File: src/rtl/cw305_crypto_ctrl_pkg.sv
`default_nettype none
// ============================================================================
// Module : cw305_crypto_ctrl_pkg
// Shared register map, identification value, status bit positions and FSM type
// Rev    : 1.0
// ============================================================================
package cw305_crypto_ctrl_pkg;

    localparam int c_ADDR_WIDTH    = 21;
    localparam int c_BYTECNT_SIZE  = 7;

    localparam int c_ADDR_IDENT     = 0;
    localparam int c_ADDR_KEY       = 1;
    localparam int c_ADDR_TEXTIN    = 2;
    localparam int c_ADDR_CIPHEROUT = 3;
    localparam int c_ADDR_GO        = 4;
    localparam int c_ADDR_STATUS    = 5;

    localparam logic [7:0] c_IDENT_VALUE = 8'h5C;

    localparam int c_ST_BUSY    = 0;
    localparam int c_ST_DONE    = 1;
    localparam int c_ST_TIMEOUT = 2;
    localparam int c_ST_WRERR   = 3;

    typedef enum logic [1:0] {
        ST_IDLE  = 2'd0,
        ST_START = 2'd1,
        ST_WAIT  = 2'd2
    } state_t;

endpackage
`default_nettype wire

File: src/rtl/reg_byte_mux.sv
`default_nettype none
// ============================================================================
// Module : reg_byte_mux
// Selects byte i_byte of a wide register; out-of-range bytes read as zero
// Rev    : 1.0
// ============================================================================
module reg_byte_mux #(
    parameter int WIDTH    = 128,
    parameter int BC_WIDTH = 7
) (
    input  logic [WIDTH-1:0]    i_data,
    input  logic [BC_WIDTH-1:0] i_byte,
    output logic [7:0]          o_byte
);

    localparam int NBYTES = WIDTH / 8;

    always_comb begin
        o_byte = 8'h00;
        for (int i = 0; i < NBYTES; i++) begin
            if (i_byte == BC_WIDTH'(i)) begin
                o_byte = i_data[8*i +: 8];
            end
        end
    end

endmodule
`default_nettype wire

File: src/rtl/cw305_crypto_ctrl.sv
`default_nettype none
// ============================================================================
// Module : cw305_crypto_ctrl
// USB register-bus controller: key/text load, GO sequencing, ciphertext capture
// Rev    : 1.0
// ============================================================================
module cw305_crypto_ctrl
    import cw305_crypto_ctrl_pkg::*;
#(
    parameter int pADDR_WIDTH   = c_ADDR_WIDTH,
    parameter int pBYTECNT_SIZE = c_BYTECNT_SIZE,
    parameter int pKEY_WIDTH    = 128,
    parameter int pTEXT_WIDTH   = 128,
    parameter int pTIMEOUT      = 65535
) (
    input  logic                               usb_clk,
    input  logic                               reset,
    input  logic [pADDR_WIDTH-pBYTECNT_SIZE-1:0] reg_address,
    input  logic [pBYTECNT_SIZE-1:0]           reg_bytecnt,
    input  logic [7:0]                         reg_datao,
    output logic [7:0]                         reg_datai,
    input  logic                               reg_read,
    input  logic                               reg_write,
    input  logic                               reg_addrvalid,
    output logic [pKEY_WIDTH-1:0]              crypto_key,
    output logic [pTEXT_WIDTH-1:0]             crypto_pt,
    output logic                               crypto_start,
    input  logic                               crypto_ready,
    input  logic                               crypto_done,
    input  logic [pTEXT_WIDTH-1:0]             crypto_ct,
    output logic                               trigger,
    output logic                               busy
);

    localparam int AW         = pADDR_WIDTH - pBYTECNT_SIZE;
    localparam int KEY_BYTES  = pKEY_WIDTH / 8;
    localparam int TEXT_BYTES = pTEXT_WIDTH / 8;
    localparam int CW         = $clog2(pTIMEOUT + 1);

    localparam logic [AW-1:0] c_A_IDENT  = AW'(c_ADDR_IDENT);
    localparam logic [AW-1:0] c_A_KEY    = AW'(c_ADDR_KEY);
    localparam logic [AW-1:0] c_A_TEXT   = AW'(c_ADDR_TEXTIN);
    localparam logic [AW-1:0] c_A_CT     = AW'(c_ADDR_CIPHEROUT);
    localparam logic [AW-1:0] c_A_GO     = AW'(c_ADDR_GO);
    localparam logic [AW-1:0] c_A_STATUS = AW'(c_ADDR_STATUS);
    localparam logic [CW-1:0] c_TO_LAST  = CW'(pTIMEOUT - 1);

    state_t                 r_state;
    logic [pKEY_WIDTH-1:0]  r_key;
    logic [pTEXT_WIDTH-1:0] r_pt;
    logic [pTEXT_WIDTH-1:0] r_ct;
    logic [CW-1:0]          r_cnt;
    logic [7:0]             r_datai;
    logic                   r_start;
    logic                   r_active;
    logic                   r_done;
    logic                   r_timeout;
    logic                   r_wr_err;

    logic       w_wr;
    logic       w_byte0;
    logic       w_go;
    logic       w_key_wr;
    logic       w_pt_wr;
    logic       w_st_wr;
    logic       w_expire;
    logic [7:0] w_status;
    logic [7:0] w_key_byte;
    logic [7:0] w_pt_byte;
    logic [7:0] w_ct_byte;
    logic       w_unused;

    // The adapter's read strobe is not needed: the read mux updates every edge.
    assign w_unused = reg_read;

    assign w_wr     = reg_write & reg_addrvalid;
    assign w_byte0  = (reg_bytecnt == '0);
    assign w_go     = w_wr && (reg_address == c_A_GO) && w_byte0 && reg_datao[0];
    assign w_key_wr = w_wr && (reg_address == c_A_KEY);
    assign w_pt_wr  = w_wr && (reg_address == c_A_TEXT);
    assign w_st_wr  = w_wr && (reg_address == c_A_STATUS) && w_byte0;
    assign w_expire = (r_cnt == c_TO_LAST);

    always_comb begin
        w_status               = 8'h00;
        w_status[c_ST_BUSY]    = r_active;
        w_status[c_ST_DONE]    = r_done;
        w_status[c_ST_TIMEOUT] = r_timeout;
        w_status[c_ST_WRERR]   = r_wr_err;
    end

    // Key/text stay frozen while an operation is in flight so the core sees stable inputs.
    always_ff @(posedge usb_clk) begin
        if (reset) begin
            r_key    <= '0;
            r_pt     <= '0;
            r_wr_err <= 1'b0;
        end else begin
            if (w_key_wr && !r_active) begin
                for (int i = 0; i < KEY_BYTES; i++) begin
                    if (reg_bytecnt == pBYTECNT_SIZE'(i)) begin
                        r_key[8*i +: 8] <= reg_datao;
                    end
                end
            end
            if (w_pt_wr && !r_active) begin
                for (int i = 0; i < TEXT_BYTES; i++) begin
                    if (reg_bytecnt == pBYTECNT_SIZE'(i)) begin
                        r_pt[8*i +: 8] <= reg_datao;
                    end
                end
            end
            if ((w_key_wr || w_pt_wr) && r_active) begin
                r_wr_err <= 1'b1;
            end else if (w_st_wr && reg_datao[c_ST_WRERR]) begin
                r_wr_err <= 1'b0;
            end
        end
    end

    // W1C clears come first so a same-edge set further down takes priority.
    always_ff @(posedge usb_clk) begin
        if (reset) begin
            r_state   <= ST_IDLE;
            r_start   <= 1'b0;
            r_active  <= 1'b0;
            r_cnt     <= '0;
            r_ct      <= '0;
            r_done    <= 1'b0;
            r_timeout <= 1'b0;
        end else begin
            if (w_st_wr && reg_datao[c_ST_DONE]) begin
                r_done <= 1'b0;
            end
            if (w_st_wr && reg_datao[c_ST_TIMEOUT]) begin
                r_timeout <= 1'b0;
            end
            case (r_state)
                ST_IDLE: begin
                    if (w_go) begin
                        r_state  <= ST_START;
                        r_start  <= 1'b1;
                        r_active <= 1'b1;
                        r_cnt    <= '0;
                        r_done   <= 1'b0;
                    end
                end
                ST_START: begin
                    if (w_expire) begin
                        r_state   <= ST_IDLE;
                        r_start   <= 1'b0;
                        r_active  <= 1'b0;
                        r_timeout <= 1'b1;
                    end else begin
                        r_cnt <= r_cnt + 1'b1;
                        if (crypto_ready) begin
                            r_state <= ST_WAIT;
                            r_start <= 1'b0;
                        end
                    end
                end
                ST_WAIT: begin
                    if (crypto_done) begin
                        r_state  <= ST_IDLE;
                        r_active <= 1'b0;
                        r_ct     <= crypto_ct;
                        r_done   <= 1'b1;
                    end else if (w_expire) begin
                        r_state   <= ST_IDLE;
                        r_active  <= 1'b0;
                        r_timeout <= 1'b1;
                    end else begin
                        r_cnt <= r_cnt + 1'b1;
                    end
                end
                default: begin
                    r_state  <= ST_IDLE;
                    r_start  <= 1'b0;
                    r_active <= 1'b0;
                end
            endcase
        end
    end

    reg_byte_mux #(.WIDTH(pKEY_WIDTH), .BC_WIDTH(pBYTECNT_SIZE)) u_key_mux (
        .i_data (r_key),
        .i_byte (reg_bytecnt),
        .o_byte (w_key_byte)
    );

    reg_byte_mux #(.WIDTH(pTEXT_WIDTH), .BC_WIDTH(pBYTECNT_SIZE)) u_pt_mux (
        .i_data (r_pt),
        .i_byte (reg_bytecnt),
        .o_byte (w_pt_byte)
    );

    reg_byte_mux #(.WIDTH(pTEXT_WIDTH), .BC_WIDTH(pBYTECNT_SIZE)) u_ct_mux (
        .i_data (r_ct),
        .i_byte (reg_bytecnt),
        .o_byte (w_ct_byte)
    );

    always_ff @(posedge usb_clk) begin
        if (reset) begin
            r_datai <= 8'h00;
        end else begin
            case (reg_address)
                c_A_IDENT:  r_datai <= w_byte0 ? c_IDENT_VALUE : 8'h00;
                c_A_KEY:    r_datai <= w_key_byte;
                c_A_TEXT:   r_datai <= w_pt_byte;
                c_A_CT:     r_datai <= w_ct_byte;
                c_A_STATUS: r_datai <= w_byte0 ? w_status : 8'h00;
                default:    r_datai <= 8'h00;
            endcase
        end
    end

    assign reg_datai    = r_datai;
    assign crypto_key   = r_key;
    assign crypto_pt    = r_pt;
    assign crypto_start = r_start;
    assign trigger      = r_active;
    assign busy         = r_active;

endmodule
`default_nettype wire
File: config.mk
export PLATFORM = sky130hd
export DESIGN_NAME = cw305_crypto_ctrl
export DESIGN_NICKNAME = d
export VERILOG_FILES = /design/src/rtl/cw305_crypto_ctrl_pkg.sv /design/src/rtl/reg_byte_mux.sv /design/src/rtl/cw305_crypto_ctrl.sv
export SDC_FILE = /design/constraint.sdc
export NUM_CORES = 1
export LEC_CHECK = 0
export ABC_AREA = 1
export BUFFER_PORTS_ARGS = -buffer_cell sky130_fd_sc_hd__buf_2
export CORE_MARGIN = 2
export CORE_UTILIZATION = 54
export DETAILED_ROUTE_END_ITERATION = 12
export PLACE_DENSITY_LB_ADDON = 0.05
export SLEW_MARGIN = 20
export SYNTH_ARGS = -nofsm -noshare
export SYNTH_HDL_FRONTEND = slang
export SYNTH_SLANG_ARGS = --single-unit
File: constraint.sdc
create_clock -name usb_clk -period 2.2 [get_ports usb_clk]
set_input_delay 0.11 -clock usb_clk [delete_from_list [all_inputs] [get_ports usb_clk]]
set_output_delay 0.11 -clock usb_clk [all_outputs]
set_load 0.02 [all_outputs]
# After elaboration in Yosys (flattened, before gate mapping)
# Cells that the tools add are included.
[totals]
reg_bits = 415
latch_bits = 0
ram_bits = 0
mem_bits_ro = 0
inputBits = 164
output_inout_bits = 267
word_cells = 205
n_memories = 0
[classes]
add_sub_neg = 1
n_mul = 0
div = 0
n_lt_le_gt_ge = 0
n_eq_ne = 27
n_shift = 0
mux = 78
bitwise = 2
reduce_logical = 56
[ops]
columns = ["op", "count"]
rows = [
  ["two-way mux 8 bit", 48],
  ["AND reduction 2 bit", 33],
  ["equality test 7 x 4 -> 1 bit, second input constant", 8],
  ["two-way mux 16 bit", 3],
  ["one-hot mux 16 bit (3 select lines)", 1],
  ["one-hot mux 8 bit (5 select lines)", 1],
  ["equality test 14 x 2 -> 1 bit, second input constant", 2],
  ["equality test 14 x 3 -> 1 bit, second input constant", 2],
  ["equality test 7 x 3 -> 1 bit, second input constant", 4],
  ["adder 16 x 1 -> 16 bit, second input constant", 1],
  ["equality test 16 bit, second input constant", 1],
  ["equality test 14 x 1 -> 1 bit, second input constant", 1],
  ["equality test 7 x 2 -> 1 bit, second input constant", 2],
  ["logical NOT 14 bit", 1],
  ["logical AND 1 bit", 13],
  ["two-way mux 1 bit", 13],
  ["two-way mux 2 bit", 5],
  ["AND reduction 3 bit", 3],
  ["equality test 7 x 1 -> 1 bit, second input constant", 1],
  ["logical NOT 7 bit", 1],
  ["two-way mux 7 bit", 1],
  ["inequality test 3 bit, second input constant", 2],
  ["one-hot mux 1 bit (3 select lines)", 2],
  ["one-hot mux 2 bit (3 select lines)", 1],
  ["12 further kinds", 14],
]

# Logic depth before layout (Yosys ltp)
# Gate-level depths: netlist of the first run.
[logic_depth]
depth_word = 18
ltp_mapped = 20
mapped_depth_nobuf = 19

# By module
# A second synthesis of the first run with hierarchy kept.
[hier_totals]
cells_unflattened = 2989
hier_area_um2 = 19866.6
[modules_own_cells]
columns = ["module", "n_inst", "cells_each", "area_each_um2", "seq_area_each_um2"]
rows = [
  ["cw305_crypto_ctrl", 1, 2104, 15981.6, 8308.0],
  ["reg_byte_mux", 3, 295, 1295.0, 0.0],
]

# Least setup slack after synthesis of the first run
# OpenSTA, ideal clock, no wires.
[synth_path]
path_type = "flip-flop to flip-flop"
startpoint = "reg r_state[0]"
endpoint = "reg r_cnt[11]"
setup_ns = 0.114
arrival_time_ns = 1.852
required_ns = 2.086
setup_slack_ns = 0.235
path_stages_with_launch = 14
path_buffers = 0
period_less_slack_ns = 1.965
cell_sequence = "dfxtp_1 -> inv_1 -> ha_1 -> inv_1 -> nor2_1 -> nor2_1 -> nand2_4 -> nor3_2 -> and3_1 -> nand2_1 -> nor3_2 -> nand2_1 -> nand2_1 -> nor2_1"
[synth_between]
elab_chain_len = 3
elab_cells_between_ends = 8
cone_classes = "eq/ne (4); mux (1); reduce/logical (3)"
[synth_lines]
columns = ["item", "line", "rtl"]
rows = [
  ["start: declaration", "cw305_crypto_ctrl.sv:48", "state_t r_state;"],
  ["start signal: assignment", "cw305_crypto_ctrl.sv:124", "r_state <= ST_IDLE;"],
  ["start signal: assignment", "cw305_crypto_ctrl.sv:141", "r_state <= ST_START;"],
  ["start signal: assignment", "cw305_crypto_ctrl.sv:150", "r_state <= ST_IDLE;"],
  ["equality test 2 bit (tied with other cells)", "cw305_crypto_ctrl.sv:138", "case (r_state)"],
  ["inequality test 2 bit (no source line) or nonzero test 3 bit (tied branches)", "--", ""],
  ["AND reduction 3 bit (no source line)", "--", ""],
  ["end signal: assignment", "cw305_crypto_ctrl.sv:155", "r_cnt <= r_cnt + 1'b1;"],
  ["end signal: assignment", "cw305_crypto_ctrl.sv:173", "r_cnt <= r_cnt + 1'b1;"],
  ["end: declaration", "cw305_crypto_ctrl.sv:52", "logic [CW-1:0] r_cnt;"],
]
# Parallel ways exist; a longest one is shown, timed or not.
# A chain may end at the register's enable or synchronous reset.

# Worst setup path after layout of the first run
[layout_path]
startpoint = "reg r_state[0]"
endpoint = "reg r_ct[57]"
[layout_between]
elab_chain_len = 2
[layout_lines]
columns = ["item", "line", "rtl"]
rows = [
  ["equality test 2 bit", "cw305_crypto_ctrl.sv:138", ""],
  ["AND reduction 2 bit (no source line)", "--", ""],
  ["end signal: assignment", "cw305_crypto_ctrl.sv:166", "r_ct <= crypto_ct;"],
  ["end: declaration", "cw305_crypto_ctrl.sv:51", "logic [pTEXT_WIDTH-1:0] r_ct;"],
]
# Every way passes these cells.

==> results of run 1 <==
flip-flops by register name (all words and copies together) (netlist names):
register	cells
reg_datai	8
r_ct	128
crypto_key	128
r_cnt	16
crypto_pt	128
r_state	2
r_done	1
r_wr_err	1
crypto_start	1
busy	1
r_timeout	1
synth_stat cells (all sizes together):
cell type  instances  area [um2]
dfxtp            415        8310
clkbuf           121         454
clkinv             1        3.75
o21ai            407        2040
o211ai             2        15.0
a31oi              1        6.26
o21a               1        7.51
nor3b              1        7.51
xor2               3        26.3
nand3             87         440
or2               24         150
nand3b             2        15.0
and3               1        6.26
nor4               3        25.0
nand2            349        1330
nor2             391        1550
buf               32         164
ha                 6        75.1
a211oi             5        37.5
nand4             68         425
nor3              25         151
a21boi             1        7.51
inv              166         623
a221oi             2        17.5
a21oi            363        1820
cells by family (layout without fill, tap and decap cells):
family | count (synthesis) | after routing | share of synthesized area, %
AOI/OAI and AO/OA | 782 | 782 | 22.3
xor gates and xnor gates | 3 | 3 | 0.148
adders and majority gates | 6 | 6 | 0.424
buffers and inverters | 320 | 989 | 7.03
DFF | 415 | 415 | 46.9
and+or+nand+nor | 951 | 951 | 23.2
where the power goes:
group	internal [uW]	total [uW]	switching [uW]
clock	4220	7310	3090
sequential	7940	8220	274
combinational	880	2300	1420
total	13000	17800	4790
timing repair:
item	in CTS	in global routing
hold buffers	129	0
endpoints found under the setup margin	2	25
buffers inserted	0	0
gates cloned	0	0
pin swaps	0	8
endpoints found under the hold margin	129	0
gates resized for setup	1	22
how the worst max path moves through the flow:
stage	to	cells past startpoint	from	slack (ns)
2_1_floorplan	r_cnt[11]	13	r_state[0]	0.23
3_3_place_gp	reg_datai[4]	19	reg_bytecnt[2]	-0.33
3_5_place_dp	reg_datai[4]	20	reg_bytecnt[5]	-0.36
4_1_cts	r_cnt[11]	13	r_state[0]	0.007
5_1_grt	r_cnt[12]	14	r_state[0]	-0.03
6_report	r_ct[57]	6	r_state[0]	0.02
worst max-delay path, cell delays in order, from the launching register on:
cell     delay, ns
dfxtp_2       0.34
inv_2         0.11
ha_2          0.24
nand2_4       0.07
buf_12        0.17
o21ai_0       0.73
a21oi_1       0.10
routing by layer:
layer	vias to the layer above	share of wire, %
li1	9539	-
met1	9558	38
met2	1589	44
met3	282	12
met4	8	5.9
met5	-	0.071
cell type report:
cell class | count | area (um2)
clock buffer | 59 | 1250
clock inverter | 18 | 171
fill | 2599 | 8240
inverter | 167 | 634
multi-input combinational | 1742 | 8220
sequential | 415 | 8310
tap | 442 | 553
timing repair buffer | 745 | 4990
through the flow:
stage / total power [uW] / std cells
floorplan: 9500 / 2477
global placement: 10300 / 3382
detailed placement: 10300 / 3382
CTS: 17700 / 3588
global route: 18400 / 3588
finish: 17800 / 3588
==> metrics.md, run 1 <==
| Metric | Value |
|---|---|
| Share of layout cells above drive strength 1 | 24.8% |
| Final design utilization | approximately 75% |
| Die H | 185 um |
| Largest net degree at the start of global routing | 166 |
| Yosys reg bits | 415 |
| Clk_skew | 0.0201 ns |
| Unrepaired setup endpoints after global routing | yes |
| Setup TNS | 0 ns |
| Hold Path End | reg_datai[4] |
| Post-Syn Instances | ~2,500 |
| Max-slew headroom | 41.3% |
| DR vias | 20,976 |
| Met3 Usage GRT | under 10% |
| First-pass GRT wire length | 112,000 um |
| Mean Syn Cell Area | just over 7 um2 |
| Post-route ant nets | 0 |
| Worst r2r src | r_state[0] |
| Peak VDD IR | 0.000705 V |
| I/O Pins | 431 |
| Routed wire length | 76,600 um |
| Die W | 185 um |
| Library cells used by synthesis | 39 |
| Num CTS Buffers | 43 |
| Worst hold slack | 0.0637 ns |
| Vias in the first global route | around 19,000 |
| CP Max Fanout | about 170 |
| Min Clock Period, post-route | roughly 2.2 ns |
| GRT Util Overall | 43.1% |
| Initial DRC count | 2,523 |
| Starting Density | 54.7% |
| Clock insertion delay at the later pin of the skew report | about 0.55 ns |
| MaxCap Viol Count | 0 |
| Root Buffer | clkbuf_16 |
| Hold path depth | 3 |
| Layout area overhead | 36.3% |
| Antenna Cells | 0 |
| Core area | 0.0324 mm2 |
| R2R Path End | r_ct[57] |
| WP data arrival | roughly 2.6 ns |
| H-tree levels | 2 |
| Crit share post-route | 98.9% |
| Post-Syn Nets | between 2,000 and 3,000 |
| Commonest cells after routing, fill and taps aside | buf_2 (429), dfxtp_1 (411), o21ai_0 (404), a21oi_1 (363), nor2_1 (356) |
| Min-delay src | reset |
| Pre-CTS setup slack | -0.358 ns |
| Routability cong. | 1.01 |
| Reg-to-reg slack, setup | 0.02 ns |
| Met2 usage | 67.3% |
| Overflow left after global routing | 0 |
| Sequential share of the synthesized area | between 40% and 50% |
| Commonest non-fill, non-tap cell in the layout | buf_2 |
| Least-Margin Pin Slew | 0.881 ns |
| IO Port Bufs | 429 |
| CP Capture Type | register |
| Initial antenna violation count | 4 |
| Worst setup path category | register to register |
| FP Rows | 66 |
| Layer with the highest usage | met2 |
| PnR worst setup slack | 0.0236 ns |
| Nets | 3,284 |
| Clk buf depth | 3 |
| Post-route cell area | 0.0241 mm2 |
| CTS sink count | just over 400 |
| Routed WL per cell | 21.3 um |
| Status | complete, no violations |
| Power per cell area | 739 mW/mm2 |
| Hold Violations, Final | 0 |
| FMAX | 459 MHz |
| Routed vias/inst | 5.85 |
| # setup viols final | 0 |
| First drt pass iteration count | 6 |
| DIE AREA | around 0.034 mm2 |
| CTS tree | built |
| CTS clk-pin slew, worst paths | ~0.060 ns |
| Yosys warns | 0 |
| R2R cell count | 6 |
| DPL Wire Length | 53,400 um |
| Cell area after synthesis | 0.0177 mm2 |
| Worst EP required | 2.60 ns |
| Startpoint types | register |
| LEAKAGE | 0.0108 uW |
| Met1 GRT Util | 55.3% |
| DP Area | 0.0214 mm2 |
| DRC viols | 0 |
| Type of the worst min-delay path | input pin to register |
| Final Max Slew Viols | 0 |
(Power assumes the default switching activity.)
==> run 2: changes to the inputs <==
--- a/config.mk
+++ b/config.mk
@@ -11,6 +11,7 @@
 export CORE_UTILIZATION = 54
 export DETAILED_ROUTE_END_ITERATION = 12
 export PLACE_DENSITY_LB_ADDON = 0.05
+export REMOVE_ABC_BUFFERS = 1
 export SLEW_MARGIN = 20
 export SYNTH_ARGS = -nofsm -noshare
 export SYNTH_HDL_FRONTEND = slang
==> metrics.md, run 2 (synthesis gave the netlist of run 1 again) <==
| Metric | Value |
|---|---|
| Crit share post-route | approximately nine tenths |
| Core area | 0.0324 mm2 |
| Die W | around 190 um |
| Min Clock Period, post-route | just over 2 ns |
| CP most frequent cell | nor2_2 |
| IO Port Bufs | roughly 430 |
| Vias in the first global route | 18,787 |
| # setup viols final | 0 |
| Type of the worst min-delay path | input pin to register |
| Starting Density | between 50% and 60% |
| Share of layout cells above drive strength 1 | 23.2% |
| Worst setup path category | register to register |
| CTS tree | built |
| WP data arrival | between 2 and 3 ns |
| R2R cell count | 16 |
| Final design utilization | 73.5% |
| Combinational share of power | 12.4% |
| DRC viols | 0 |
| Clock network power share | 42.5% |
| I/O Pins | 431 |
| Worst setup path start | r_cnt[0] |
| Nets | between 3,000 and 4,000 |
| Routed vias/inst | 5.72 |
| FP Rows | 66 |
| Antenna Cells | 0 |
| DR vias | slightly above 20,000 |
| Routed wire length | 68,900 um |
| Sw power | ~4800 uW |
| Pint | 13,400 uW |
| Post-route ant nets | 0 |
| Clock insertion delay at the later pin of the skew report | 0.55 ns |
| Hold Violations, Final | 0 |
| Pre-CTS setup slack | -0.0737 ns |
| PnR worst setup slack | 0.176 ns |
| CTS clk-pin slew, worst paths | about 0.06 ns |
| CP Capture Type | register |
| Net Sw Frac | around a quarter |
| Max-slew headroom | 54.7% |
| Status | complete, no violations |
| Worst setup endpoint | r_cnt[12] |
| DIE AREA | 0.0342 mm2 |
| Initial DRC count | 1,959 |
| Reg-to-reg slack, setup | about 0.18 ns |
| Commonest cells after routing, fill and taps aside | buf_2 (429), dfxtp_1 (411), o21ai_0 (404), a21oi_1 (363), nor2_1 (354) |
| First-pass GRT wire length | 104,000 um |
| Overflow left after global routing | 0 |
| Die H | between 150 and 200 um |
| First drt pass iteration count | 6 |
| Clk_skew | 0.0228 ns |
| Commonest non-fill, non-tap cell in the layout | buf_2 |
| Routability cong. | a little under 1 |
| H-tree levels | 2 |
| Initial antenna violation count | 1 |
| Worst EP required | 2.69 ns |
| Post-route cell area | 0.0238 mm2 |
| Clk buf depth | 3 |
| Fillcell total | 2,608 |
| Unrepaired setup endpoints after global routing | yes |
| CP Max Fanout | 5 |
| LEAKAGE | 0.0106 uW |
| CTS sink count | roughly 420 |
| Layout area overhead | 34.4% |
| MaxCap Viol Count | 0 |
| R2R Path End | r_cnt[12] |
| Routed WL per cell | ~20 um |
| Num CTS Buffers | 44 |
| Power per cell area | 762 mW/mm2 |
| DP Area | 0.0209 mm2 |
| Startpoint types | register |
| Worst r2r src | r_cnt[0] |
| Share of power burned in registers | a little under half |
| DPL Wire Length | 45,800 um |
| Final Max Slew Viols | 0 |
| Reg area | 0.00831 mm2 |
| Root Buffer | clkbuf_16 |
| Worst-path cell chain | inv_2, ha_4, nand4_1, nor3_1, nand2_1, nor2_2, nor2_2, nand2_4, nor3_4, nand3_2, inv_2, nand2_2, nor2_2, nand2_1, xor2_1, nor2_1 |
| FMAX | 494 MHz |
| Peak VDD IR | 0.000571 V |
| Largest net degree at the start of global routing | around 170 |
| Least-Margin Pin Slew | 0.679 ns |
| GRT Util Overall | 38.8% |
| Multi-input gate area | 0.00823 mm2 |
| Slowest cell on crit path | dfxtp_2 |
| CP max stage delay | 0.33 ns |
[run 2: cell types whose count changed in the layout (fill, tap and decap cells not counted), sizes merged]
cell | previous run | this run
buf | 616 | 546
bufinv | 2 | 5
clkbuf | 59 | 58
clkinv | 13 | 14
[run 2: final cells by class]
| class | instances | area share, % |
|---|---|---|
| clock buffer | 58 | 5.23 |
| multi-input combinational | 1742 | 34.6 |
| clock inverter | 22 | 1.06 |
| inverter | 167 | 2.67 |
| tap | 442 | 2.32 |
| sequential | 415 | 34.9 |
| timing repair buffer | 675 | 19.2 |
[run 2: repair_timing]
action,CTS,global route
hold buffers,129,0
endpoints found under the setup margin,0,55
gates resized for setup,0,19
hold endpoints to repair,129,0
setup buffers,0,2
[run 2: metrics by stage]
| step | setup TNS [ns] | total power, uW | instances | hold slack, ns |
|---|---|---|---|---|
| after floorplan | -433.41 | 9440 | 2324 | 0.179 |
| after global placement | -0.0645 | 10100 | 3310 | 0.362 |
| after detailed placement | -0.203 | 10200 | 3310 | 0.366 |
| after CTS | 0 | 18000 | 3519 | 0.0112 |
| after global routing | -0.0417 | 18700 | 3521 | 0.0354 |
| final | 0 | 18100 | 3521 | 0.0357 |
[run 2: critical path: cells and delay by family, from the launching register on]
family / cells / cell delay [ns]
xor+xnor: 1 / 0.14
buf+inv: 2 / 0.15
fa+ha+maj: 1 / 0.16
flops: 1 / 0.33
simple gates: 12 / 1.21
[run 2: worst min path at each step]
stage	cells after the start	start	endpoint	slack, ns
after floorplan	1	reset	r_cnt[13]	0.18
after global placement	3	crypto_ct[11]	r_ct[11]	0.36
after detailed placement	3	crypto_ct[43]	r_ct[43]	0.37
after CTS	5	crypto_ready	crypto_start	0.01
after global routing	5	crypto_ready	crypto_start	0.04
final	5	crypto_ready	crypto_start	0.04
[run 2: layer usage]
layer / track usage (%) / up-vias / part of all wire [%]
met5: 0 / - / 0.017
met1: 49.6 / 9256 / 39
met3: 7.06 / 241 / 10
met4: 18.5 / 2 / 4.9
met2: 63.4 / 1254 / 46
li1: - / 9401 / -
[run 2: power groups by stage]
stage	Sequential, uW	Combinational, uW	Clock [uW]
finish	8180	2250	7710
global route	8210	2460	8070
CTS	8150	2090	7720
detailed placement	8310	1900	0
global placement	8300	1840	0
floorplan	8280	1160	0
